==> config.mk <==
export PLATFORM = sky130hd
export DESIGN_NAME = db_sense_detect
export DESIGN_NICKNAME = d
export VERILOG_FILES = /design/src/rtl/db_sense_detect.sv
export SDC_FILE = /design/constraint.sdc
export NUM_CORES = 1
export LEC_CHECK = 0
export CORE_MARGIN = 2
export CORE_UTILIZATION = 41
export DETAILED_ROUTE_END_ITERATION = 10
export PLACE_DENSITY = 0.71
export SKIP_LAST_GASP = 1
export SLEW_MARGIN = 15
export SYNTH_ARGS = -nofsm -noshare
export SYNTH_HDL_FRONTEND = slang
export SYNTH_SLANG_ARGS = --single-unit
export TNS_END_PERCENT = 30
==> constraint.sdc <==
create_clock -name clk_i -period 2.5 [get_ports clk_i]
set_input_delay 0.5 -clock clk_i [delete_from_list [all_inputs] [get_ports clk_i]]
set_output_delay 0.5 -clock clk_i [all_outputs]
set_load 0.05 [all_outputs]
==> src/rtl/db_sense_detect.sv <==
// Daughterboard SENSE pin sampler: periodic release/settle/sample, debounced
// presence flag with insert/remove pulses, and arbitration of host drive requests.
module db_sense_detect #(
    parameter int unsigned PERIOD   = 16,
    parameter int unsigned SETTLE   = 4,
    parameter int unsigned DEBOUNCE = 3,
    parameter int unsigned CNT_W    = 8
) (
    input  logic clk_i,
    input  logic rst_i,
    input  logic sense_i,
    output logic sense_o,
    output logic sense_oe,
    input  logic drive_req_i,
    input  logic drive_val_i,
    output logic drive_ack_o,
    output logic present_o,
    output logic valid_o,
    output logic insert_o,
    output logic remove_o
);

    localparam int unsigned DEB_W = $clog2(DEBOUNCE + 1);
    localparam logic [CNT_W-1:0] WAIT_LAST   = CNT_W'(PERIOD - 1);
    localparam logic [CNT_W-1:0] SETTLE_LAST = CNT_W'(SETTLE - 1);
    localparam logic [DEB_W-1:0] DEB_MAX     = DEB_W'(DEBOUNCE);

    typedef enum logic [1:0] {
        ST_WAIT,
        ST_SETTLE,
        ST_SAMPLE,
        ST_DRIVE
    } state_t;

    state_t            state_q, state_d;
    logic [CNT_W-1:0]  timer_q, timer_d;
    logic              sync1_q, sync2_q;
    logic              cand_q, cand_d;
    logic [DEB_W-1:0]  cnt_q, cnt_d;
    logic              present_q, present_d;
    logic              valid_q, valid_d;
    logic              insert_q, insert_d;
    logic              remove_q, remove_d;
    logic              oe_q, oe_d;
    logic              so_q, so_d;
    logic              raw;

    // Pin is pulled low by a fitted board, so presence is the inverted level.
    assign raw = ~sync2_q;

    always_comb begin
        state_d   = state_q;
        timer_d   = timer_q;
        cand_d    = cand_q;
        cnt_d     = cnt_q;
        present_d = present_q;
        valid_d   = valid_q;
        insert_d  = 1'b0;
        remove_d  = 1'b0;
        oe_d      = 1'b0;
        so_d      = 1'b0;

        case (state_q)
            ST_WAIT: begin
                if (drive_req_i) begin
                    state_d = ST_DRIVE;
                    timer_d = '0;
                    oe_d    = 1'b1;
                    so_d    = drive_val_i;
                end else if (timer_q == WAIT_LAST) begin
                    state_d = ST_SETTLE;
                    timer_d = '0;
                end else begin
                    timer_d = timer_q + CNT_W'(1);
                end
            end
            ST_SETTLE: begin
                if (drive_req_i) begin
                    state_d = ST_DRIVE;
                    timer_d = '0;
                    oe_d    = 1'b1;
                    so_d    = drive_val_i;
                end else if (timer_q == SETTLE_LAST) begin
                    state_d = ST_SAMPLE;
                    timer_d = '0;
                end else begin
                    timer_d = timer_q + CNT_W'(1);
                end
            end
            ST_SAMPLE: begin
                if (raw == cand_q) begin
                    cnt_d = (cnt_q >= DEB_MAX) ? DEB_MAX : cnt_q + DEB_W'(1);
                end else begin
                    cand_d = raw;
                    cnt_d  = DEB_W'(1);
                end
                // Qualification uses the post-update count and candidate.
                if ((cnt_d == DEB_MAX) && (!valid_q || (cand_d != present_q))) begin
                    present_d = cand_d;
                    valid_d   = 1'b1;
                    if (valid_q) begin
                        insert_d = cand_d;
                        remove_d = ~cand_d;
                    end
                end
                timer_d = '0;
                if (drive_req_i) begin
                    state_d = ST_DRIVE;
                    oe_d    = 1'b1;
                    so_d    = drive_val_i;
                end else begin
                    state_d = ST_WAIT;
                end
            end
            ST_DRIVE: begin
                timer_d = '0;
                if (drive_req_i) begin
                    oe_d = 1'b1;
                    so_d = drive_val_i;
                end else begin
                    // Full settle after release so our own drive is never sampled.
                    state_d = ST_SETTLE;
                end
            end
            default: begin
                state_d = ST_WAIT;
                timer_d = '0;
            end
        endcase
    end

    always_ff @(posedge clk_i or posedge rst_i) begin
        if (rst_i) begin
            state_q   <= ST_WAIT;
            timer_q   <= '0;
            sync1_q   <= 1'b1;
            sync2_q   <= 1'b1;
            cand_q    <= 1'b0;
            cnt_q     <= '0;
            present_q <= 1'b0;
            valid_q   <= 1'b0;
            insert_q  <= 1'b0;
            remove_q  <= 1'b0;
            oe_q      <= 1'b0;
            so_q      <= 1'b0;
        end else begin
            state_q   <= state_d;
            timer_q   <= timer_d;
            sync1_q   <= sense_i;
            sync2_q   <= sync1_q;
            cand_q    <= cand_d;
            cnt_q     <= cnt_d;
            present_q <= present_d;
            valid_q   <= valid_d;
            insert_q  <= insert_d;
            remove_q  <= remove_d;
            oe_q      <= oe_d;
            so_q      <= so_d;
        end
    end

    assign sense_o     = so_q;
    assign sense_oe    = oe_q;
    assign drive_ack_o = oe_q;
    assign present_o   = present_q;
    assign valid_o     = valid_q;
    assign insert_o    = insert_q;
    assign remove_o    = remove_q;

endmodule
### Word-level counts from Yosys, hierarchy flattened

Index checks and enable logic that the tools add are counted.

* add/sub/neg operators: 2
* magnitude comparators: 1
* eq/ne operators: 11
* muxes and demuxes: 27
* bitwise gates (word level): 2
* reduce and logical (&&, ||, !) cells: 8

Operators by type and width (number)
* 8-bit 2-to-1 mux: 4
* 8-bit case mux with 3 select lines: 1
* 2-bit 2-to-1 mux: 9
* 1-bit 2-to-1 mux: 12
* 8-bit by 1-bit adder with 8-bit output, second input constant: 1
* 8-bit by 2-bit equality test with 1-bit output, second input constant: 1
* 8-bit by 4-bit equality test with 1-bit output, second input constant: 1
* 2-bit case mux with 4 select lines: 1
* 2-bit equality test, second input constant: 3
* 3-bit inequality test, second input constant: 2
* 4-bit OR reduction: 1
* 3-bit AND reduction: 1
* 2-bit by 1-bit adder with 2-bit output, second input constant: 1
* 2-bit by 1-bit equality test with 1-bit output, second input constant: 1
* 2-bit >= comparator, second input constant: 1
* 2-bit logical NOT: 1
* 2-bit inequality test, second input constant: 1
* 1-bit NOT: 2
* 2-bit AND reduction: 1
* 2-bit OR reduction: 1
* 1-bit equality test: 1
* 1-bit logical AND: 1
* 1-bit logical NOT: 1
* 1-bit logical OR: 1
* 1-bit inequality test: 1

* flip-flop bits (word level): 21
* bits of input ports: 5

### Logic depth before layout (Yosys ltp)

Gate-level depths: netlist (run 1).

* depth in word-level cells: 9
* gate-level depth with buffers: 5
* depth with buffers taken out: 5

### Worst setup path before layout (run 1)

No wires, ideal clock.

* path kind: register -> register
* start point: reg timer_q[5]
* end point: reg state_q[0]
* arrival time: 1.620 ns
* required time: 2.380 ns
* path slack: 0.761 ns
* cell stages (with the launch flop): 4
* period minus slack after synthesis: 1.739 ns
* cells stage by stage: dfrtp_1 or4_4 or4_1 a31o_1

* cells in the longest elaborated chain, start to end: 3
* elaborated cells on any way between the ends: 5

Ends and longest elaborated chain
* from (decl): RTL line 36 `logic [CNT_W-1:0] timer_q, timer_d;`
* from (signal assigned): RTL line 148 `timer_q <= timer_d;`
* 8-bit by 2-bit equality test with 1-bit output / 8-bit by 4-bit equality test with 1-bit output (equally long branches): RTL line 83, 70
* 3-bit inequality test (no line)
* 3-bit AND reduction (no line) *
* to (signal assigned): RTL line 147 `state_q <= state_d;`
* to (decl): RTL line 35 `state_t state_q, state_d;`

Every way passes the cells marked *; elsewhere a longest branch is shown, timed or not.
A chain may end at the register's enable or synchronous reset.

### Worst setup path in the final report (run 1)

* start point: reg present_q, in the netlist present_o
* end point: out present_o

RTL lines
* from (decl): RTL line 40 `logic present_q, present_d;`
* from (signal assigned): RTL line 153 `present_q <= present_d;`
* to (decl): RTL line 17 `output logic present_o,`

No word-level cell between the ends.

==> flow_metrics.py, run 1 <==
metrics = {
    "status": {
        "run_status": "finished, final reports clean",
    },
    "place": {
        "port_buffers": 11,
        "gp_routability_congestion": 0.714,
        "dpl_worst_slack_ns": 0.712,
        "dp_hpwl_um": 1150,
        "post-place-cells": 124,
    },
    "pwr": {
        "leakagePower_uw": 0.000465,
        "powerDensity_nw_per_um2": 703,
        "vdd.ir_drop.worst_mv": 0.398,
    },
    "hold_path": {
        "hold_path_class": "flop to flop",
        "hold_end": "sync2_q$_DFF_PP1_",
        "worst_hold_path.num_cells": 0,
        "hold_start": "sync1_q$_DFF_PP1_",
    },
    "yosys": {
        "synth_mux_area_frac": 0,
        "post_synth_main_area_contributors": "sky130_fd_sc_hd__dfrtp_1 (51%), sky130_fd_sc_hd__dfstp_2 (5.6%), sky130_fd_sc_hd__ha_1 (4.0%), sky130_fd_sc_hd__inv_1 (3.6%), sky130_fd_sc_hd__o21ai_0 (3.2%)",
        "synth_compound_gate_area_share": 0.124,
        "synth-adder-area-share": 0.0401,
        "synthSimpleGateAreaFrac": 0.197,
        "synth_largest_type_area_fraction": 0.508,
        "synth_cell_type_count": 32,
        "syn-cell-area_um2": 936,
        "post_syn_instances": 89,
        "synth_area_leader_cell": "sky130_fd_sc_hd__dfrtp_1",
        "synth-warning-count": 0,
        "synthesis.nets": 97,
        "synthesis.area_per_instance_um2": 10.5,
        "main_combinational_cell_family_by_area_after_synthesis": "simple AND/OR/NAND/NOR gates",
        "synth_xor_area_frac": 0.0187,
        "post_synthesis_sequential_element_count": 21,
        "synth_seq_area_share": 0.564,
    },
    "clock_tree": {
        "cts_buffer_depth": 2,
        "number_of_levels_the_h_tree_was_split_into": 1,
        "clk_pin_slew_worst_paths_ns": 0.11,
        "tritoncts": "built",
        "worstSkewPairLatency_ns": 0.30,
        "cts_hold_buf": 0,
        "cts_post_setup_buffers_inserted": 0,
        "cts_inserted_buffers": 3,
        "cts_sinks": 21,
        "clockRootBuffer": "sky130_fd_sc_hd__clkbuf_4",
        "resize_count_post_cts": 0,
    },
    "detailed_routing": {
        "wl_um": 1580,
        "detail_route.drc_violations": 0,
        "ant_nets": 0,
        "dr.first_iter.drc_count": 8,
        "detail_route.vias_per_cell": 5.20,
        "avgRoutedWirePerCell_um": 12.3,
        "drt_pass1_iterations": 4,
        "vias": 666,
    },
    "finish": {
        "register_area_um2": 528,
        "n_fill_cell": 213,
        "top_register_by_number_of_flip_flops": "timer_q",
        "multi_input_area_um2": 355,
        "number_of_flip_flops_under_the_largest_register_name": 8,
        "top_regs": "timer_q: 8 flops, cnt_q: 2 flops, state_q: 2 flops",
        "insertedDiodeCount": 0,
        "fin_nets": 109,
        "final-instance-count-excl-fill": 128,
        "drive_above_1_share": 0.0900,
        "flow.area_growth_from_synthesis_pct": 16.3,
    },
    "worst_setup_path": {
        "worstPathCellList": "clkdlybuf4s50_1",
        "r2r-start": "timer_q[5]$_DFF_PP0_",
        "r2r.worst_path.cells": 3,
        "slowest_stage": "sky130_fd_sc_hd__clkdlybuf4s50_1",
        "critical-path-top-delay-family": "buffers and inverters",
        "cp.required_ns": 2.00,
        "cp_max_fo": 4,
        "endpoint_kind": "output port",
        "reg2reg_setup_slack_ns": 0.69,
        "timing.critical_path.buf_inv": 1,
        "path_class": "flop to output port",
        "capturing_point_of_the_worst_reg2reg_path": "state_q[0]$_DFFE_PP0P_",
        "cp_slowest_stage_delay_ns": 0.82,
        "crit_start_category": "flop",
        "worst_ep_arrival_time_ns": 1.53,
    },
    "timing": {
        "grt_setup_unrepaired": "no",
        "setup_ws_ns": 0.470,
        "final_min_period_over_clock_period": 0.812,
        "timing_worst_slew_pin_value_ns": 0.767,
        "final-max-slew-violation-count": 0,
        "fin_skew_ns": 0.00240,
        "timing.setup.tns_ns": 0,
        "timing_hold_violations_final": 0,
        "finalSetupViolations": 0,
        "period_minus_slack_ns": 2.03,
        "slew_headroom": 0.488,
        "max_freq_ghz": 0.493,
    },
    "floorplanning": {
        "floorplan.initialDensity": 0.427,
        "die_h_um": 51.8,
        "pin_count": 12,
        "floorplan.die.width_um": 51.8,
        "fp-row-count": 17,
        "fp.dieArea_um2": 2680,
        "core_area_um2": 2190,
    },
    "grt": {
        "busiest_layer": "met2",
        "grt-ovfl-total": 0,
        "first_global_vias": 651,
        "grt_pass1_wl_um": 2810,
        "pin_count_of_the_biggest_net_entering_global_routing": 22,
        "groute.layer.met3.usage": 0.0259,
        "grt_use_met2": 0.241,
        "grt_util_met1": 0.173,
        "gr-usage-all-layers": 0.143,
        "grt_antenna_before_repair": 0,
    },
    "flow_run": {
        "cap_viol_max_count": 0,
    },
}
## through the flow
stage                util  hold slack [ns]  area (µm²)  total power [µW]
floorplan               -            0.345         936               555
finish              0.497            0.364        1090               766
global route        0.497            0.373        1090               823
global placement    0.485            0.347        1060               609
detailed placement  0.485            0.350        1060               615
CTS                 0.497            0.366        1090               773
## synth_stat cells
cell type and count:
sky130_fd_sc_hd__a211oi_2 1, sky130_fd_sc_hd__ha_1 3, sky130_fd_sc_hd__xor2_1 2, sky130_fd_sc_hd__nand3_1 3, sky130_fd_sc_hd__and2_1 1, sky130_fd_sc_hd__o21ai_0 6, sky130_fd_sc_hd__nor3b_1 1, sky130_fd_sc_hd__o31ai_1 1
sky130_fd_sc_hd__buf_4 1, sky130_fd_sc_hd__a21oi_1 2, sky130_fd_sc_hd__clkbuf_1 3, sky130_fd_sc_hd__or4_1 1, sky130_fd_sc_hd__nand3b_1 1, sky130_fd_sc_hd__nand4_1 1, sky130_fd_sc_hd__or3_1 3, sky130_fd_sc_hd__nand4b_1 1
sky130_fd_sc_hd__inv_1 9, sky130_fd_sc_hd__dfrtp_1 19, sky130_fd_sc_hd__o311ai_0 1, sky130_fd_sc_hd__a211oi_1 3, sky130_fd_sc_hd__nand2_1 8, sky130_fd_sc_hd__or3b_2 1, sky130_fd_sc_hd__nor2_1 3, sky130_fd_sc_hd__a31o_1 1
sky130_fd_sc_hd__nor4_1 1, sky130_fd_sc_hd__o22a_1 1, sky130_fd_sc_hd__or4_4 1, sky130_fd_sc_hd__a21o_1 1, sky130_fd_sc_hd__or2_2 1, sky130_fd_sc_hd__nand2b_1 2, sky130_fd_sc_hd__nor3_1 4, sky130_fd_sc_hd__dfstp_2 2
## logic make-up after synthesis
group / after synthesis
and+or+nand+nor: 33
DFF: 21
AOI/OAI and AO/OA: 17
buffers and inverters: 13
adders and majority gates: 3
xor gates and xnor gates: 2
## worst reg2reg max path, stage by stage, from the launching register on
cell and delay, ns:
sky130_fd_sc_hd__dfrtp_1 0.42, sky130_fd_sc_hd__or4_4 0.58, sky130_fd_sc_hd__or4_1 0.48, sky130_fd_sc_hd__a31o_1 0.23
## report_power, final
group          switching (µW)  leakage [µW]  internal, µW
Sequential               30.2      0.000264           385
Combinational             121      0.000185          69.2
Clock                    97.4     0.0000150          62.3
## how the worst max path moves through the flow
| stage | from | end | slack [ns] | depth (start not counted) |
|---|---|---|---|---|
| finish | present_o$_DFFE_PP0P_ | present_o | 0.47 | 1 |
| global route | present_o$_DFFE_PP0P_ | present_o | 0.40 | 1 |
| CTS | present_o$_DFFE_PP0P_ | present_o | 0.46 | 1 |
| detailed placement | timer_q[5]$_DFF_PP0_ | state_q[0]$_DFFE_PP0P_ | 0.71 | 3 |
| global placement | timer_q[5]$_DFF_PP0_ | state_q[0]$_DFFE_PP0P_ | 0.75 | 3 |
| floorplan | timer_q[5]$_DFF_PP0_ | state_q[0]$_DFFE_PP0P_ | 0.76 | 3 |
## final cells by class
| class | instances | area share |
|---|---|---|
| clock buffers | 4 | 0.0241 |
| inverters | 9 | 0.0310 |
| multi-input cells | 55 | 0.326 |
| flip-flops and latches | 21 | 0.485 |
| well taps | 28 | 0.0322 |
| repair buffers | 11 | 0.101 |
## routing by layer
layer | part of all wire | wire (µm)
met1 | 0.44 | 688
met2 | 0.52 | 818
met3 | 0.019 | 30
met4 | 0.025 | 39
met5 | 0 | 0
## cell usage in the layout, fill, tap and decap left out, types with 2 or more instances in the layout
master and n:
sky130_fd_sc_hd__dfrtp_1 19, sky130_fd_sc_hd__clkdlybuf4s50_1 11, sky130_fd_sc_hd__inv_1 9, sky130_fd_sc_hd__nand2_1 8, sky130_fd_sc_hd__o21ai_0 6, sky130_fd_sc_hd__nor3_1 4, sky130_fd_sc_hd__nand3_1 3, sky130_fd_sc_hd__or3_1 3
sky130_fd_sc_hd__a211oi_1 3, sky130_fd_sc_hd__nor2_1 3, sky130_fd_sc_hd__ha_1 3, sky130_fd_sc_hd__clkbuf_4 3, sky130_fd_sc_hd__nand2b_1 2, sky130_fd_sc_hd__xor2_1 2, sky130_fd_sc_hd__a21oi_1 2, sky130_fd_sc_hd__dfstp_2 2
No activity file was read; power rests on OpenSTA's default activity.
==> run 2, diff against run 1 <==
- PLACE_DENSITY: 0.71 -> 0.73
- clock period: 2.5 -> 1.7 ns (I/O delays scaled with it)
==> flow_metrics.py, run 2 (synthesis results as in run 1) <==
metrics = {
    "status": {
        "run_status": "finished, final reports clean",
    },
    "worst_setup_path": {
        "path_class": "flop to flop",
        "worst_ep_arrival_time_ns": 1.85,
        "capturing_point_of_the_worst_reg2reg_path": "state_q[0]$_DFFE_PP0P_",
        "r2r-start": "timer_q[6]$_DFF_PP0_",
        "r2r.worst_path.cells": 3,
        "cp.required_ns": 1.89,
        "reg2reg_setup_slack_ns": 0.04,
        "endpoint_kind": "flop",
        "crit_start_category": "flop",
        "cp_max_fo": 4,
    },
    "finish": {
        "most_common_cell_after_layout_fill_and_taps_aside": "sky130_fd_sc_hd__dfrtp_1",
        "fin_nets": 117,
        "flow.area_growth_from_synthesis_pct": 20.9,
        "insertedDiodeCount": 0,
        "final-instance-count-excl-fill": 136,
        "number_of_flip_flops_under_the_largest_register_name": 8,
        "layout_common_cells": "sky130_fd_sc_hd__dfrtp_1 (19), sky130_fd_sc_hd__buf_4 (15), sky130_fd_sc_hd__inv_1 (9), sky130_fd_sc_hd__nand2_1 (8), sky130_fd_sc_hd__o21ai_0 (6)",
        "top_register_by_number_of_flip_flops": "timer_q",
        "drive_above_1_share": 0.222,
        "top_regs": "timer_q: 8 flops, cnt_q: 2 flops, state_q: 2 flops",
        "post-route-cell-area_um2": 1130,
    },
    "place": {
        "gp_routability_congestion": 0.730,
        "port_buffers": 11,
        "dp_hpwl_um": 1290,
        "post-place-cells": 132,
        "dpl-instance-area_um2": 1100,
    },
    "grt": {
        "pin_count_of_the_biggest_net_entering_global_routing": 12,
        "first_global_vias": 724,
        "grt_pass1_wl_um": 3010,
        "gr-usage-all-layers": 0.155,
        "grt-ovfl-total": 0,
        "grt_antenna_before_repair": 0,
    },
    "hold_path": {
        "hold_path_class": "input port to asynchronous set/reset pin",
    },
    "timing": {
        "slew_headroom": 0.828,
        "timing_hold_violations_final": 0,
        "final-max-slew-violation-count": 0,
        "timing.setup.tns_ns": 0,
        "finalSetupViolations": 0,
        "period_minus_slack_ns": 1.66,
        "max_freq_ghz": 0.603,
        "grt_setup_unrepaired": "no",
        "timing_worst_slew_pin_value_ns": 0.257,
        "final_min_period_over_clock_period": 0.976,
        "fin_skew_ns": 0.00258,
    },
    "floorplanning": {
        "core_area_um2": 2190,
        "floorplan.initialDensity": 0.427,
        "floorplan.die.width_um": 51.8,
        "die_h_um": 51.8,
        "fp-row-count": 17,
        "fp.dieArea_um2": 2680,
        "pin_count": 12,
    },
    "clock_tree": {
        "cts_sinks": 21,
        "cts_inserted_buffers": 3,
        "cts_hold_buf": 0,
        "clockRootBuffer": "sky130_fd_sc_hd__clkbuf_4",
        "cts_buffer_depth": 2,
        "tritoncts": "built",
        "number_of_levels_the_h_tree_was_split_into": 1,
        "clk_pin_slew_worst_paths_ns": 0.10,
        "worstSkewPairLatency_ns": 0.29,
    },
    "detailed_routing": {
        "detail_route.drc_violations": 0,
        "vias": 687,
        "wl_um": 1630,
        "dr.first_iter.drc_count": 4,
        "detail_route.vias_per_cell": 5.05,
        "avgRoutedWirePerCell_um": 12.0,
        "drt_pass1_iterations": 3,
        "ant_nets": 0,
    },
    "pwr": {
        "powerDensity_nw_per_um2": 984,
        "vdd.ir_drop.worst_mv": 0.502,
        "leakagePower_uw": 0.000516,
    },
    "flow_run": {
        "cap_viol_max_count": 0,
    },
}
==> run 2: layout make-up <==
class                      instances  area (µm²)
sequential                        21         528
timing repair buffer              19         153
fill                             209        1060
tap                               28        35.0
clock buffer                       4        26.3
multi-input combinational         55         355
inverter                           9        33.8
==> run 2: per-layer routing <==
| layer | vias to the layer above | part of all wire | track usage |
|---|---|---|---|
| met3 | 2 | 0.033 | 0.0345 |
| met2 | 11 | 0.52 | 0.282 |
| li1 | 348 | - | - |
| met5 | - | 0 | 0 |
| met4 | 0 | 0.0080 | 0.0789 |
| met1 | 326 | 0.44 | 0.167 |
==> run 2: metrics by stage <==
step	util	setup WS (ns)	hold WS [ns]	total power (µW)
floorplan	-	0.0613	0.315	817
global placement	0.504	0.0697	0.347	893
detailed placement	0.504	0.0579	0.349	906
CTS	0.516	0.0423	0.252	1140
global route	0.516	0.00383	0.263	1200
finish	0.516	0.0406	0.259	1110
==> run 2: report_power, final <==
part	internal, µW	switching (µW)	leakage [µW]	total, µW
registers	567	44.8	0.000264	612
clock network	91.1	132	0.0000150	223
logic	98.3	180	0.000237	279
==> run 2: critical path, stage by stage (launching register included) <==
cell                      delay [ns]
sky130_fd_sc_hd__dfrtp_1        0.42
sky130_fd_sc_hd__or4_4          0.52
sky130_fd_sc_hd__or4_1          0.40
sky130_fd_sc_hd__a31o_1         0.22
==> run 2: worst max path at each step <==
stage,startpoint,to
after global placement,timer_q[7]$_DFF_PP0_,state_q[0]$_DFFE_PP0P_
after CTS,timer_q[6]$_DFF_PP0_,state_q[0]$_DFFE_PP0P_
after global routing,timer_q[6]$_DFF_PP0_,state_q[0]$_DFFE_PP0P_
after detailed placement,timer_q[6]$_DFF_PP0_,state_q[0]$_DFFE_PP0P_
final,timer_q[6]$_DFF_PP0_,state_q[0]$_DFFE_PP0P_
after floorplan,timer_q[7]$_DFF_PP0_,state_q[0]$_DFFE_PP0P_
==> run 2: what timing repair did <==
item,CTS,global route
setup endpoints to repair,0,1
gates resized for setup,0,1
buffers inserted,0,0
